--- config.mk ---
export PLATFORM = sky130hd
export DESIGN_NAME = leitor_rastro
export DESIGN_NICKNAME = d
export VERILOG_FILES = /design/src/rtl/tron_pkg.sv /design/src/rtl/gerador_endereco_bloco.sv /design/src/rtl/leitor_rastro.sv
export SDC_FILE = /design/constraint.sdc
export NUM_CORES = 1
export LEC_CHECK = 0
export ABC_CLOCK_PERIOD_IN_PS = 7600
export CAP_MARGIN = 20
export CORE_MARGIN = 1.5
export CORE_UTILIZATION = 58
export CTS_BUF_LIST = sky130_fd_sc_hd__clkbuf_4 sky130_fd_sc_hd__clkbuf_8
export DETAILED_ROUTE_END_ITERATION = 10
export GPL_TIMING_DRIVEN = 0
export MAX_ROUTING_LAYER = met4
export PLACE_DENSITY = 0.95
export RECOVER_POWER = 25
export SYNTH_ARGS = -nofsm -noshare
export SYNTH_HDL_FRONTEND = slang
export SYNTH_HIERARCHICAL = 1
export SYNTH_SLANG_ARGS = --single-unit
--- constraint.sdc ---
create_clock -name CLOCK_50 -period 7.6 [get_ports CLOCK_50]
set_input_delay 2.28 -clock CLOCK_50 [delete_from_list [all_inputs] [get_ports CLOCK_50]]
set_output_delay 2.28 -clock CLOCK_50 [all_outputs]
set_load 0.01 [all_outputs]
--- src/rtl/tron_pkg.sv ---
// Shared definitions for the trail reader: screen geometry, RAM word layout,
// player bit constants, reader state encoding and address helpers.
package tron_pkg;

   localparam int LARGURA_TELA = 640;   // screen width, also the RAM row stride
   localparam int ALTURA_TELA  = 480;   // screen height
   localparam int TAM_BLOCO    = 8;     // block edge in pixels
   localparam int ADDR_W       = 19;    // trail RAM address width
   localparam int DATA_W       = 8;     // one trail bit per player
   localparam int COORD_W      = 10;    // screen coordinate width
   localparam int CNT_W        = $clog2(TAM_BLOCO);

   localparam logic [DATA_W-1:0] BIT_JOGADOR1 = 8'b0000_0001;
   localparam logic [DATA_W-1:0] BIT_JOGADOR2 = 8'b1000_0000;

   typedef enum logic [1:0] {
      OCIOSO,
      EMITE,
      DRENA,
      RESPOSTA
   } estado_leitor_t;

   // Plain reference address of pixel (x, y); kept simple for model use.
   function automatic logic [ADDR_W-1:0] endereco_pixel(input int x, input int y);
      return ADDR_W'(y * LARGURA_TELA + x);
   endfunction

   // y * LARGURA_TELA built as a sum of shifted copies of y, one per set bit
   // of the constant (y<<9 + y<<7 for 640), so no multiplier is inferred.
   function automatic logic [ADDR_W-1:0] vezes_largura(input logic [COORD_W-1:0] y);
      logic [ADDR_W-1:0] acc;
      acc = '0;
      for (int i = 0; i < ADDR_W; i++) begin
         if (LARGURA_TELA[i]) acc = acc + (ADDR_W'(y) << i);
      end
      return acc;
   endfunction

endpackage

--- src/rtl/gerador_endereco_bloco.sv ---
// Row-major address walker for one TAM_BLOCO x TAM_BLOCO screen block.
// Loads the block base address once, then steps +1 along a row and jumps to
// the start of the next row at each row end. Flags the last cell of the block.
module gerador_endereco_bloco
   import tron_pkg::*;
(
   input  logic               CLOCK_50,
   input  logic               reset_n,
   input  logic               carrega,
   input  logic [COORD_W-1:0] x,
   input  logic [COORD_W-1:0] y,
   input  logic               avanca,
   output logic [ADDR_W-1:0]  endereco,
   output logic               ultimo
);

   // From the last column of a row to the first column of the next row.
   localparam logic [ADDR_W-1:0] SALTO_LINHA = ADDR_W'(LARGURA_TELA - TAM_BLOCO + 1);
   localparam logic [CNT_W-1:0]  CNT_MAX     = CNT_W'(TAM_BLOCO - 1);

   logic [CNT_W-1:0] coluna;
   logic [CNT_W-1:0] linha;

   assign ultimo = (coluna == CNT_MAX) && (linha == CNT_MAX);

   // Address and row/column counters: load on accept, step on each issued read.
   always_ff @(posedge CLOCK_50 or negedge reset_n) begin
      // NOTE: non-blocking assignments here so every register samples the
      // pre-edge values, independent of statement order.
      if (!reset_n) begin
         endereco <= '0;
         coluna   <= '0;
         linha    <= '0;
      end else if (carrega) begin
         endereco <= vezes_largura(y) + ADDR_W'(x);
         coluna   <= '0;
         linha    <= '0;
      end else if (avanca) begin
         if (coluna == CNT_MAX) begin
            coluna   <= '0;
            linha    <= linha + 1'b1;
            endereco <= endereco + SALTO_LINHA;
         end else begin
            coluna   <= coluna + 1'b1;
            endereco <= endereco + 1'b1;
         end
      end
   end

endmodule

--- src/rtl/leitor_rastro.sv ---
// Trail reader: on request, scans the 8x8 block at a candidate head position
// in the trail RAM (one read per clock) and reports whether any masked trail
// bit is set, or whether the block lies off-screen.
// Optional build macro LEITOR_RASTRO_ABORTA_EN: stop issuing reads at the
// first masked hit, drain outstanding reads, then respond.
module leitor_rastro
   import tron_pkg::*;
#(
   parameter int LAT_RAM = 2            // RAM read latency, legal range 1..4
) (
   input  logic               CLOCK_50,
   input  logic               reset_n,
   input  logic               req_valid,
   output logic               req_ready,
   input  logic [COORD_W-1:0] req_x,
   input  logic [COORD_W-1:0] req_y,
   input  logic [DATA_W-1:0]  req_mask,
   output logic               rd_en,
   output logic [ADDR_W-1:0]  rd_addr,
   input  logic [DATA_W-1:0]  rd_data,
   output logic               resp_valid,
   input  logic               resp_ready,
   output logic               resp_colisao,
   output logic               resp_fora
);

   estado_leitor_t     estado;
   estado_leitor_t     proximo;
   logic [DATA_W-1:0]  mascara;
   logic               acerto;
   logic               fora;
   logic [LAT_RAM-1:0] em_voo;       // rd_en delayed to line up with rd_data
   logic               fora_agora;
   logic               acerto_agora;
   logic               carrega;
   logic               avanca;
   logic               ultimo;

   // Bounds test at 11 bits so x or y near 1023 cannot wrap into range.
   assign fora_agora = (11'(req_x) + 11'(TAM_BLOCO) > 11'(LARGURA_TELA)) ||
                       (11'(req_y) + 11'(TAM_BLOCO) > 11'(ALTURA_TELA));

   // A masked bit in a word whose read slot is valid right now.
   assign acerto_agora = em_voo[LAT_RAM-1] && (|(rd_data & mascara));

   assign resp_colisao = resp_valid && acerto;
   assign resp_fora    = resp_valid && fora;

   gerador_endereco_bloco u_gerador (
      .CLOCK_50 (CLOCK_50),
      .reset_n  (reset_n),
      .carrega  (carrega),
      .x        (req_x),
      .y        (req_y),
      .avanca   (avanca),
      .endereco (rd_addr),
      .ultimo   (ultimo)
   );

   // State register.
   always_ff @(posedge CLOCK_50 or negedge reset_n) begin
      if (!reset_n) estado <= OCIOSO;
      else          estado <= proximo;
   end

   // Next state and handshake/strobe outputs.
   always_comb begin
      // NOTE: every output gets a default before the case so no path leaves
      // one unassigned, which would infer a latch.
      proximo    = estado;
      req_ready  = 1'b0;
      rd_en      = 1'b0;
      resp_valid = 1'b0;
      carrega    = 1'b0;
      avanca     = 1'b0;
      case (estado)
         OCIOSO: begin
            req_ready = 1'b1;
            if (req_valid) begin
               carrega = 1'b1;
               // Off-screen blocks pass through DRENA with nothing in flight,
               // which places their response one edge after the accept.
               proximo = fora_agora ? DRENA : EMITE;
            end
         end
         EMITE: begin
            rd_en  = 1'b1;
            avanca = !ultimo;
            if (ultimo) proximo = DRENA;
`ifdef LEITOR_RASTRO_ABORTA_EN
            if (acerto_agora) proximo = DRENA;
`endif
         end
         DRENA: begin
            if (em_voo == '0) proximo = RESPOSTA;
         end
         RESPOSTA: begin
            resp_valid = 1'b1;
            if (resp_ready) proximo = OCIOSO;
         end
         default: proximo = OCIOSO;
      endcase
   end

   // Request capture, read-valid pipeline and hit accumulation.
   always_ff @(posedge CLOCK_50 or negedge reset_n) begin
      // NOTE: the valid pipeline is cleared on reset so read data still in
      // flight from an abandoned scan is never scored.
      if (!reset_n) begin
         mascara <= '0;
         acerto  <= 1'b0;
         fora    <= 1'b0;
         em_voo  <= '0;
      end else begin
         em_voo <= (em_voo << 1) | LAT_RAM'(rd_en);
         if (carrega) begin
            mascara <= req_mask;
            acerto  <= 1'b0;
            fora    <= fora_agora;
         end else if (acerto_agora) begin
            acerto <= 1'b1;
         end
      end
   end

endmodule

==> results.toml, run 1 <==
[logic_synthesis]
synth_top_area_cell = "dfrtp_1"
async_flop_share = 1.00
yosysUniqueCellTypes = 67
synth-seq-cells = 39
yosys_warnings = 6
syn_avg_cell_area_um2 = 9.19
synth_fp_nets = 415
ys.flop_type = "dfrtp_1"
yosysSeqAreaShare = 0.307
ys_top_cells_by_area = "dfrtp_1 (31%), ha_1 (11%), xor2_1 (4.7%)"
synth_area_mm2 = 0.00318
syn_inst = 346
synth_top_area_share = 0.307
synth_edf_count = 0

[worst_setup_path]
critPathLaunchType = "input pin"
cpMaxStageDelayCell = "clkdlybuf4s50_1"
worst_setup_path_end_kind = "flip-flop"
path_max_fanout = 4
cpPeakStageDelay_ps = 530
setup.worst_path.start = "req_y[2]"
cp.arrival_ps = 4980
required_ps = 7800
crit_type = "in2reg"
crit_chain = "clkdlybuf4s50_1 > ha_1 > inv_1 > fa_1 > nand2b_1 > a2111o_1 > o311ai_2 > nand4_2 > o311a_1 > a211oi_2"
r2r-start = "u_gerador/coluna[0]"

[cts]
cts.sinks = 39
cts_buffers = 5
htreeDepth = 2
path_clk_slew_ps = 80
clockBufferDepth = 2
clk-insertion-delay-late_ps = 300
hold_buffers = 0
postCtsSetupRepairBufs = 0
ctsRootBufferMaster = "clkbuf_8"
cts_tree = "done"
cts_resized = 0

[global_route]
grt_max_degree = 40
grt_usage = 0.298
grt_pass1_wl_um = 14000
first_global_vias = 3030
grt_remaining_overflow = 0
antenna_found_initial = 0

[timing]
hold_viol = 0
finClkSkew_ps = 8.36
max_slew_margin = -0.426
setup_slack_ps = 2830
tns_ps = 0
worst_pin_slew_ps = 2140
fin_crit_sh = 0.628
finalSetupViolCount = 0
slew_violations = 40
fin_crit_ps = 4770
maxClockFrequency_mhz = 210
rsz0062_at_grt = "false"

[die]
die_area_mm2 = 0.00593
initial_core_util = 0.611
die_x_um = 77.0
io_pins = 64
die_h_um = 77.0
core_region_area_mm2 = 0.00520
rows = 26

[route]
dr.pass1.iters = 5
routed_via_density = 6.22
routed_wl_um = 8210
drtAntennaViolNets = 0
drc = 0
drt_iter0_markers = 262
vias = 3029
wl_per_cell_um = 16.9

[status]
run_status = "finished with violations"
violations = "max-capacitance violations, max-slew violations"

[finish]
layout_commonest_cell = "clkdlybuf4s50_1"
layout.cells.non_filler = 487
final_cell_mix = "clkdlybuf4s50_1 (62), dfrtp_1 (39), nand2_1 (35)"
drive_above_1_share = 0.0935
area_delta_synth_final_pct = 26.7
n_antenna_cell = 0
layout.nets = 485

[placement]
place_congestion = 0.876
port_buffers = 63
hpwl_um = 6120
dpl_worst_slack_ps = 2550
placed_cells = 479

[power_and_ir_drop]
design_power_total_mw = 1.20
vdd_drop_max_mv = 0.186
p_per_area_mw_per_mm2 = 299
p_leak_nw = 1.68

[worst_hold_path]
min_from = "em_voo[0]"
timing.hold.worst.class = "reg2reg"

[flow_run]
max-cap-violations = 1
## state kept, by name, summed over array words and instances (netlist names)
name / count
estado: 2
mascara: 8
u_gerador/coluna: 3
acerto: 1
u_gerador/linha: 3
em_voo: 2
u_gerador/endereco: 19
fora: 1
## power breakdown
| part | internal, mW | switching (mW) |
|---|---|---|
| clock network | 0.135 | 0.0747 |
| registers | 0.302 | 0.0876 |
| logic | 0.314 | 0.291 |
| total | 0.750 | 0.454 |
## kinds of logic (layout without fill, tap and decap cells)
| family | count (synthesis) | after routing | share of synthesized area |
|---|---|---|---|
| mux | 19 | 19 | 0.0634 |
| flops | 39 | 39 | 0.307 |
| buf+inv | 26 | 97 | 0.0421 |
| fa+ha+maj | 29 | 29 | 0.119 |
| simple gates | 116 | 116 | 0.189 |
| xor+xnor | 33 | 33 | 0.0933 |
| compound gates | 84 | 84 | 0.187 |
## synth_stat cells, drive strengths merged, types with 5 or more instances
master	number
dfrtp	39
o21ai	24
and2	7
nor3	7
xor2	17
xnor2	16
nor4	6
mux2i	10
nand4	6
nand3	10
mux2	9
nor2	22
nor2b	5
a211oi	6
ha	27
clkbuf	7
inv	16
a21oi	17
nand2	35
## worst max-delay path, delay by kind of cell
family / cells / cell delay [ps]
buffers and inverters: 2 / 600
adders and majority gates: 2 / 620
and+or+nand+nor: 2 / 410
AOI/OAI and AO/OA: 4 / 1060
## path summary, 6_finish.rpt
kind / end / slack, ps / depth (start not counted)
min reg2reg: em_voo[1] / 420 / 0
max in group asynchronous: u_gerador/endereco[15] / 3780 / 1
max reg2reg: u_gerador/endereco[9] / 4580 / 9
min in group asynchronous: em_voo[0] / 2600 / 1
min: em_voo[1] / 420 / 0
max: u_gerador/endereco[18] / 2830 / 10
## final cells by class
class	count	area, µm²
plain buffers	10	73.8
clock buffers	6	76.3
clock inverters	2	60.1
fillers	369	1180
inverters	16	60.1
multi-input cells	281	2070
flip-flops and latches	39	976
well taps	70	87.6
repair buffers	63	624
## metrics by stage
step | area [µm²] | hold WS (ps) | utilization
finish | 4030 | 418 | 0.774
detailed placement | 3890 | 396 | 0.748
global route | 4030 | 419 | 0.774
CTS | 4030 | 416 | 0.774
floorplan | 3180 | 370 | -
global placement | 3900 | 381 | 0.749
## routing by layer
layer  wire, µm  part of all wire  GRT usage  vias up
met5          0                 0          -        -
met3        391             0.048     0.0381       33
met1       3440              0.42      0.349     1458
met4        221             0.027      0.113        0
li1           -                 -          -     1407
met2       4150              0.51      0.521      131
Note: power is estimated with default switching activity, not from simulation.
==> run 2: changes to the inputs <==
--- a/config.mk
+++ b/config.mk
@@ -5,15 +5,15 @@
 export SDC_FILE = /design/constraint.sdc
 export NUM_CORES = 1
 export LEC_CHECK = 0
-export ABC_CLOCK_PERIOD_IN_PS = 7600
+export ABC_CLOCK_PERIOD_IN_PS = 4600
 export CAP_MARGIN = 20
 export CORE_MARGIN = 1.5
-export CORE_UTILIZATION = 58
+export CORE_UTILIZATION = 54
 export CTS_BUF_LIST = sky130_fd_sc_hd__clkbuf_4 sky130_fd_sc_hd__clkbuf_8
 export DETAILED_ROUTE_END_ITERATION = 10
 export GPL_TIMING_DRIVEN = 0
 export MAX_ROUTING_LAYER = met4
-export PLACE_DENSITY = 0.95
+export PLACE_DENSITY = 0.92
 export RECOVER_POWER = 25
 export SYNTH_ARGS = -nofsm -noshare
 export SYNTH_HDL_FRONTEND = slang
==> constraint.sdc (replaced) <==
create_clock -name CLOCK_50 -period 4.6 [get_ports CLOCK_50]
set_input_delay 1.38 -clock CLOCK_50 [delete_from_list [all_inputs] [get_ports CLOCK_50]]
set_output_delay 1.38 -clock CLOCK_50 [all_outputs]
set_load 0.01 [all_outputs]
==> results.toml, run 2 (same netlist as run 1, synthesis figures left out) <==
[placement]
place_area_mm2 = 0.00389
dpl_worst_slack_ps = 482
port_buffers = 63
place_congestion = 0.921
hpwl_um = 6040
placed_cells = 481

[status]
violations = "max-capacitance violations, max-slew violations"
run_status = "finished with violations"

[cts]
clockBufferDepth = 2
hold_buffers = 0
cts_resized = 0
postCtsSetupRepairBufs = 0
path_clk_slew_ps = 80
ctsRootBufferMaster = "clkbuf_8"
cts_buffers = 5
cts_tree = "done"
cts.sinks = 39
clk-insertion-delay-late_ps = 290
htreeDepth = 2

[timing]
worst_pin_slew_ps = 2110
rsz0062_at_grt = "false"
fin_crit_ps = 3870
tns_ps = 0
max_slew_margin = -0.408
hold-worst-slack_ps = 409
fin_crit_sh = 0.841
finClkSkew_ps = 6.79
setup_slack_ps = 732
hold_viol = 0
slew_violations = 40
maxClockFrequency_mhz = 259
finalSetupViolCount = 0

[finish]
top_regs = "u_gerador/endereco (19), mascara (8)"
top_register = "u_gerador/endereco"
layout_commonest_cell = "clkdlybuf4s50_1"
final_cell_mix = "clkdlybuf4s50_1 (62), dfrtp_1 (39), nand2_1 (35)"
area_delta_synth_final_pct = 26.3
layout.cells.non_filler = 489
fin_util = 0.716
design_area_mm2 = 0.00401
n_antenna_cell = 0
largest_register_ffs = 19
drive_above_1_share = 0.0935
layout.nets = 485

[worst_setup_path]
cp.buffers_inverters = 2
crit_type = "in2reg"
cp.arrival_ps = 4080
crit_chain = "clkdlybuf4s50_1 > ha_1 > inv_1 > fa_1 > nand2b_1 > a2111o_1 > o311ai_2 > nand4_2 > o311a_1 > a211oi_2"
worst_setup_path_end_kind = "flip-flop"
ff2ff_setup_slack_ps = 1610
required_ps = 4810
cpMaxStageDelayCell = "clkdlybuf4s50_1"
crit_family = "compound AO/OA/AOI/OAI gates"
critPathLaunchType = "input pin"
cpPeakStageDelay_ps = 530
path_max_fanout = 4

[route]
drt_iter0_markers = 182
routed_via_density = 6.02
wl_per_cell_um = 16.6
routed_wl_um = 8100
vias = 2942
drtAntennaViolNets = 0
drc = 0
dr.pass1.iters = 4

[worst_hold_path]
timing.hold.worst.class = "reg2reg"

[global_route]
grt_pass1_wl_um = 13700
top_usage_layer = "met2"
use_met2 = 0.486
grt_usage = 0.282
grt_remaining_overflow = 0
antenna_found_initial = 0
first_global_vias = 2999
grt_max_degree = 40
globalRouteMet1Util = 0.338
grt_use_met3 = 0.0366

[die]
initial_core_util = 0.567
die_area_mm2 = 0.00635
die_x_um = 79.7
io_pins = 64
die_h_um = 79.7
rows = 27
core_region_area_mm2 = 0.00561

[flow_run]
max-cap-violations = 1

[power_and_ir_drop]
design_power_total_mw = 1.96
p_leak_nw = 1.68
p_per_area_mw_per_mm2 = 488
vdd_drop_max_mv = 0.236
## run 2: cell types whose count changed in the layout (fill, tap and decap cells not counted), sizes merged
cell | before | now
bufinv | 2 | 1
inv | 16 | 17
## run 2: layout make-up
cell class | count | area (µm²)
buffer | 10 | 73.8
tap | 72 | 90.1
sequential | 39 | 976
timing repair buffer | 63 | 624
clock buffer | 6 | 82.6
multi-input combinational | 281 | 2070
fill | 396 | 1590
inverter | 16 | 60.1
clock inverter | 2 | 38.8
## run 2: metal layers
layer  part of all wire  wire length (µm)
met1               0.42              3390
met4              0.017               138
met3              0.049               398
met5                  0                 0
met2               0.52              4180
## run 2: report_power, final
part           leakage, nW  internal, mW  total [mW]  switching [mW]
clock               0.0618         0.179       0.308           0.129
combinational         1.14         0.520        1.01           0.489
sequential           0.473         0.499       0.642           0.144
## run 2: path summary, 6_finish.rpt
check,depth (start not counted),startpoint,end
min in group asynchronous,1,reset_n,em_voo[1]
hold / removal,0,em_voo[0],em_voo[1]
setup / recovery,10,req_y[0],u_gerador/endereco[18]
hold reg to reg,0,em_voo[0],em_voo[1]
setup reg to reg,9,u_gerador/coluna[0],u_gerador/endereco[9]
max in group asynchronous,1,reset_n,u_gerador/endereco[14]
## run 2: worst reg2reg max path, delay by kind of cell, from the launching register on
kind | cells | cell delay, ps
xor gates and xnor gates | 1 | 120
AOI/OAI and AO/OA | 5 | 1390
adders and majority gates | 3 | 970
DFF | 1 | 410
